$ cat config.mk
export PLATFORM = sky130hd
export DESIGN_NAME = fetch_stage
export DESIGN_NICKNAME = d
export VERILOG_FILES = /design/src/rtl/fetch_stage.sv
export SDC_FILE = /design/constraint.sdc
export NUM_CORES = 1
export LEC_CHECK = 0
export CORE_MARGIN = 5
export CORE_UTILIZATION = 30
export DETAILED_ROUTE_END_ITERATION = 7
export GPL_TIMING_DRIVEN = 1
export PLACE_DENSITY = 0.51
export REMOVE_ABC_BUFFERS = 1
export SLEW_MARGIN = 5
export SYNTH_ARGS = -nofsm -noshare
export SYNTH_HDL_FRONTEND = slang
export SYNTH_SLANG_ARGS = --single-unit
$ cat constraint.sdc
create_clock -name clk -period 3.1 [get_ports clk]
set_input_delay 0.31 -clock clk [delete_from_list [all_inputs] [get_ports clk]]
set_output_delay 0.31 -clock clk [all_outputs]
set_load 0.01 [all_outputs]
$ cat src/rtl/fetch_stage.sv
// RV32I instruction fetch stage: owns the PC, issues credit-limited in-order
// requests to instruction memory and buffers returned words toward decode.
package common;
  typedef logic [31:0] instruction_t;
endpackage

module fetch_stage #(
  parameter logic [31:0] RESET_PC   = 32'h0000_0000,
  parameter int          FIFO_DEPTH = 4
) (
  input  logic                 clk,
  input  logic                 rst,
  output logic                 imem_req_valid,
  input  logic                 imem_req_ready,
  output logic [31:0]          imem_req_addr,
  input  logic                 imem_rsp_valid,
  input  logic [31:0]          imem_rsp_data,
  input  logic                 redirect_valid,
  input  logic [31:0]          redirect_pc,
  output logic                 instr_valid,
  input  logic                 instr_ready,
  output common::instruction_t instr,
  output logic [31:0]          instr_pc
);

  // Handshakes: a transfer happens on a rising edge where valid && ready.
  // valid never depends on ready, and once raised the payload holds until taken.
  localparam int              CW       = $clog2(FIFO_DEPTH + 1);
  localparam int              PW       = (FIFO_DEPTH > 1) ? $clog2(FIFO_DEPTH) : 1;
  localparam logic [CW:0]     CREDITS  = (CW + 1)'(FIFO_DEPTH);
  localparam logic [PW-1:0]   LAST_IDX = PW'(FIFO_DEPTH - 1);

  function automatic logic [PW-1:0] ptr_inc(input logic [PW-1:0] p);
    return (p == LAST_IDX) ? '0 : p + PW'(1);
  endfunction

  logic [31:0]   pc_q, pc_d;
  logic [CW-1:0] out_q, out_d;
  logic [CW-1:0] drop_q, drop_d;
  logic [CW-1:0] cnt_q, cnt_d;
  logic [PW-1:0] rd_ptr_q, rd_ptr_d;
  logic [PW-1:0] wr_ptr_q, wr_ptr_d;
  logic [PW-1:0] pq_rd_q, pq_rd_d;
  logic [PW-1:0] pq_wr_q, pq_wr_d;

  logic [31:0]   word_q [FIFO_DEPTH];
  logic [31:0]   wpc_q  [FIFO_DEPTH];
  logic [31:0]   pcq_q  [FIFO_DEPTH];

  logic [CW:0]   used;
  logic [31:0]   redirect_aligned;
  logic          req_fire;
  logic          rsp_drop;
  logic          push;
  logic          pop;

  // Credits count both in-flight requests and buffered words, so a response
  // always finds a free FIFO slot and never needs back-pressure.
  assign used             = {1'b0, out_q} + {1'b0, cnt_q};
  assign imem_req_valid   = !rst && (used < CREDITS);
  assign imem_req_addr    = pc_q;
  assign redirect_aligned = redirect_pc & ~32'h3;

  assign req_fire = imem_req_valid && imem_req_ready;
  assign rsp_drop = imem_rsp_valid && (drop_q != '0);
  assign push     = imem_rsp_valid && !rsp_drop && !redirect_valid;
  assign pop      = instr_valid && instr_ready;

  assign instr_valid = (cnt_q != '0);
  assign instr       = word_q[rd_ptr_q];
  assign instr_pc    = wpc_q[rd_ptr_q];

  always_comb begin
    pc_d     = pc_q;
    out_d    = out_q + CW'(req_fire) - CW'(imem_rsp_valid);
    drop_d   = drop_q;
    cnt_d    = cnt_q + CW'(push) - CW'(pop);
    rd_ptr_d = pop  ? ptr_inc(rd_ptr_q) : rd_ptr_q;
    wr_ptr_d = push ? ptr_inc(wr_ptr_q) : wr_ptr_q;
    pq_wr_d  = req_fire       ? ptr_inc(pq_wr_q) : pq_wr_q;
    pq_rd_d  = imem_rsp_valid ? ptr_inc(pq_rd_q) : pq_rd_q;

    if (req_fire) begin
      pc_d = pc_q + 32'd4;
    end
    if (rsp_drop) begin
      drop_d = drop_q - CW'(1);
    end

    // Every request still in flight after this edge belongs to the old stream.
    // The PC queue keeps running so its head stays aligned with responses.
    if (redirect_valid) begin
      pc_d     = redirect_aligned;
      drop_d   = out_d;
      cnt_d    = '0;
      rd_ptr_d = '0;
      wr_ptr_d = '0;
    end
  end

  always_ff @(posedge clk) begin
    if (rst) begin
      pc_q     <= RESET_PC;
      out_q    <= '0;
      drop_q   <= '0;
      cnt_q    <= '0;
      rd_ptr_q <= '0;
      wr_ptr_q <= '0;
      pq_rd_q  <= '0;
      pq_wr_q  <= '0;
    end else begin
      pc_q     <= pc_d;
      out_q    <= out_d;
      drop_q   <= drop_d;
      cnt_q    <= cnt_d;
      rd_ptr_q <= rd_ptr_d;
      wr_ptr_q <= wr_ptr_d;
      pq_rd_q  <= pq_rd_d;
      pq_wr_q  <= pq_wr_d;
    end
  end

  // Storage arrays carry no reset; their contents are qualified by the counters.
  always_ff @(posedge clk) begin
    if (req_fire) begin
      pcq_q[pq_wr_q] <= pc_q;
    end
    if (push) begin
      word_q[wr_ptr_q] <= imem_rsp_data;
      wpc_q[wr_ptr_q]  <= pcq_q[pq_rd_q];
    end
  end

  a_rsp_has_request: assert property (@(posedge clk) disable iff (rst)
    imem_rsp_valid |-> (out_q != '0));

  a_push_has_room: assert property (@(posedge clk) disable iff (rst)
    push |-> ((cnt_q != CW'(FIFO_DEPTH)) || pop));

  a_drop_bounded: assert property (@(posedge clk) disable iff (rst)
    drop_q <= out_q);

endmodule
Word level (Yosys, flattened, before mapping)
Memories as Yosys holds them, arrays and structs flattened. A register that Yosys moved wholly into a read port is not among the register bits. Index checks and enable logic that the tools add are counted. W data, S select, Z words.

Reductions and logical operators: 14. Equal/unequal tests: 4. Mux-type cells: 18. $add $sub $neg: 11. $lt $le $gt $ge: 1.

Operators by type and width (count): $mux W32 (2); $add A32 B3 Y32 const B (1); $mux W2 (10); $add A2 B1 Y2 const B (4); $eq A2 B2 Y1 const B (4); $add A3 B1 Y3 (2); $logic_and A1 B1 Y1 (6); $mux W3 (2); $reduce_bool A3 Y1 (2); $sub A3 B1 Y3 (2); $add A3 B3 Y4 (1); $lt A4 B3 Y1 const B (1); $mux W1 (4); $reduce_bool A2 Y1 (2); $logic_not A1 Y1 (3); $sub A3 B1 Y3 const B (1); $reduce_or A2 Y1 (1).

Memory bits (writable): 384. Logic and storage cells: 60. Register bits after elaboration: 49. Memories: 3. Output and inout bits: 98. Input port bits: 70.

Memories: pcq_q (words 4, bits a word 32, read ports 1, clocked after memory_dff 1, write ports 1, line 48) `logic [31:0] pcq_q [FIFO_DEPTH];`; word_q (words 4, bits a word 32, read ports 1, clocked after memory_dff 1, write ports 1, line 46) `logic [31:0] word_q [FIFO_DEPTH];`; wpc_q (words 4, bits a word 32, read ports 1, clocked after memory_dff 1, write ports 1, line 47) `logic [31:0] wpc_q [FIFO_DEPTH];`.

Longest topological paths before layout
Depth in word-level cells: 7. Depth in mapped cells: 14. Mapped depth without buffers: 13.

Worst setup path before layout
OpenSTA, ideal clock, no wires.

Kind: register -> register. Start: reg drop_q[0]. End: mem word_q[0][0] (enable). Path buffers: 0. Period minus slack after synthesis: 2844 ps. Stages on the path, launching flop included: 7. Required time: 2673 ps. Path slack: 256 ps. Data arrival time: 2418 ps. Setup time: 427 ps. Path through: dfxtp_1 -> inv_1 -> ha_1 -> ha_1 -> nand2_1 -> nor2_1 -> and2_1.

Cells in the longest elaborated chain, start to end: 7.

RTL lines: start: declaration (line 39) `logic [CW-1:0] drop_q, drop_d;`; start signal: assignment (line 114) `drop_q <= drop_d;`; $reduce_bool A3 Y1 (line 65) `assign rsp_drop = imem_rsp_valid && (drop_q != '0);`; $logic_and A1 B1 Y1 (line 65); $logic_not A1 Y1 (line 66) `assign push = imem_rsp_valid && !rsp_drop && !redirect_valid;`; $logic_and A1 B1 Y1 (2 in series) (line 66); $mux W1 (line 128) `if (push) begin`; $mux W1 (implied by the code) (line 129) `word_q[wr_ptr_q] <= imem_rsp_data;`; end: declaration (line 46).

Every way passes these cells.

==> flow_summary.toml <==
[floorplan]
dieArea_mm2 = 0.0584
io_pins = 168
rows = 84
core_area_mm2 = 0.0529
initial_core_util = 0.304
die_h_um = 242
die_x_um = 242

[timing]
finalSetupViolCount = 0
fmax_ghz = 0.357
worstMarginPinSlew_ns = 0.670
hold_viol_final = 0
min_period_ns = 2.80
relSlewSlack = 0.553
hold_ws_ns = 0.308
grt_setup_unrepaired = "no"
fin_crit_sh = 0.902
skew_ns = 0.0219
slew_viol_final = 0

[detailed_routing]
drt_first_pass_iters = 4
ant_nets = 0
wl_um = 36900
wl_per_cell_um = 21.2
route.detailed.drc = 0
drtIter0Drc = 461
via_per_inst = 4.62
via_count = 8041

[critical_path]
critical_path_class = "register to output port"
start_kind = "register"
max_stage_delay_ns = 0.57
crit_fanout = 21
endpoint = "instr_pc[24]"
r2r_setup_slack_ns = 0.43
endpoint_kind = "output port"
slowest_stage = "mux4_2"
critPathArrivalTime_ns = 2.49
ff2ff_path_depth = 13
path_cells = "buf_4 -> mux4_2 -> clkdlybuf4s50_1"
required_ns = 2.79
worst_r2r_endpoint = "drop_q[2]"
reg2reg_from = "out_q[1]"

[power]
power.density_mw_per_mm2 = 649
ir_drop_mv = 0.330
p_leak_nw = 6.36
p_total_mw = 13.1

[grt]
antenna_found_initial = 2
grt_pass1_vias = 8581
grtUsageTotal = 0.125
grt_pass1_wl_um = 56000
grt_max_degree = 63
overflow = 0

[synth]
synth-seq-cells = 419
syn_inst = 813
postSynthAreaPerCell_um2 = 19.8
synth_enable_flop_cells = 368
ys.flop_type = "edfxtp_1"
synth_cell_type_count = 45
synthArstFlopShare = 0
syn-cell-area_mm2 = 0.0161
seq_area_frac_synth = 0.750
yosys_warnings = 0

[clock_network]
root_buffer = "clkbuf_16"
cts_buffer_depth = 3
clkSinkCount = 419
cts_buffers = 47
htreeDepth = 2
postCtsHoldBufs = 0
path_clk_slew_ns = 0.06
cts_tree = "built"
cts_resized = 0
postCtsSetupBuffers = 0
clock_latency_ns = 0.57

[run]
drv_cap = 0

[final_layout]
num-fill-cells = 4870
drive_above_1_share = 0.197
syn_to_final_growth_pct = 25.4
fin_nets = 1108

[status]
outcome = "finished clean"

[placed_design]
hpwl_um = 22500
place_congestion = 0.673
port_buffers = 161

[min_path]
min_path_type = "input port to register"
[stage by stage]
| stage | cell area, µm² | TNS (ns) | worst slack, ns | util | cells |
|---|---|---|---|---|---|
| 2_1_floorplan | 15900 | -33.73 | -0.544 | - | 776 |
| 3_3_place_gp | 18800 | 0 | 0.413 | 0.355 | 1656 |
| 3_5_place_dp | 18800 | 0 | 0.441 | 0.355 | 1656 |
| 4_1_cts | 20200 | 0 | 0.195 | 0.382 | 1739 |
| 5_1_grt | 20200 | 0 | 0.152 | 0.382 | 1739 |
| 6_report | 20200 | 0 | 0.302 | 0.382 | 1740 |
[state kept, by name (all words and copies together), names as in the netlist, named ones only]
register	flops
wr_ptr_q	2
wpc_q	120
cnt_q	3
word_q	128
rd_ptr_q	2
drop_q	3
pcq_q	120
imem_req_addr	30
pq_rd_q	2
pq_wr_q	2
out_q	3
[cells in the mapped netlist, drive strengths merged, types with 10 or more instances]
cell type,count,area share
a211oi,10,0.0047
a21oi,18,0.0056
and2,12,0.0047
buf,19,0.0072
clkbuf,21,0.0049
dfxtp,51,0.063
edfxtp,368,0.69
ha,19,0.015
inv,22,0.0051
mux4,92,0.13
nand2,32,0.0075
nand3,11,0.0040
nor2,33,0.0077
nor3,13,0.0065
nor4,10,0.0069
o21ai,11,0.0034
xnor2,27,0.015
[report_power, final]
group,internal (mW),switching (mW),total [mW]
logic,0.712,0.678,1.39
registers,6.49,0.134,6.63
clock network,2.97,2.10,5.07
total,10.2,2.91,13.1
[critical path: cells and delay by family (launching register included)]
family,cells,cell delay (ns)
buffers and inverters,2,0.96
muxes,1,0.57
DFF,1,0.36
[cells by family (layout without fill, tap and decap cells)]
| family | Yosys count | count (layout) | synth area share |
|---|---|---|---|
| multiplexers | 94 | 94 | 0.130 |
| flip-flops | 419 | 419 | 0.750 |
| adder cells (fa/ha/maj) | 21 | 21 | 0.0173 |
| XOR/XNOR | 28 | 28 | 0.0152 |
| AO/OA/AOI/OAI | 49 | 49 | 0.0188 |
| other | 1 | 5 | 0.000233 |
| AND/OR/NAND/NOR | 139 | 139 | 0.0507 |
| buffers and inverters | 62 | 297 | 0.0172 |
[how the worst min path moves through the flow]
stage	from	to	slack, ns	cells past startpoint
global route	redirect_pc[2]	imem_req_addr[2]	0.30	3
floorplan	rst	imem_req_addr[2]	0.38	1
global placement	rd_ptr_q[1]	register	0.47	2
detailed placement	rd_ptr_q[1]	register	0.48	2
CTS	redirect_pc[4]	imem_req_addr[4]	0.27	3
finish	redirect_pc[4]	imem_req_addr[4]	0.31	3
[routing by layer]
layer | vias up | wire length [µm] | GRT usage
met1 | 4115 | 16000 | 0.167
li1 | 3664 | - | -
met2 | 206 | 18000 | 0.206
met3 | 54 | 2210 | 0.0331
met4 | 2 | 724 | 0.0319
met5 | - | 13 | 0
[area by class of cell]
cell class / count / area [µm²] / share of cell area
inverter: 22 / 82.6 / 0.00409
antenna: 1 / 2.50 / 0.000124
timing repair buffer: 192 / 1990 / 0.0986
tap: 688 / 861 / 0.0427
sequential: 419 / 12100 / 0.599
clock inverter: 13 / 95.1 / 0.00471
clock buffer: 70 / 1300 / 0.0646
multi-input combinational: 335 / 3760 / 0.186
[placed cells by master, fill, tap and decap left out, types with 8 or more instances in the layout]
cell type	instances
nand3_1	9
nor3_2	8
xnor2_1	27
clkbuf_1	20
edfxtp_1	368
a211oi_1	10
a21oi_1	18
buf_4	19
clkinv_1	8
clkbuf_16	48
inv_1	21
nand2_1	32
dfxtp_1	48
nor2_1	33
clkdlybuf4s50_1	160
mux4_2	92
ha_1	19
and2_1	8
buf_12	12
No activity file was read; power rests on OpenSTA's default activity.
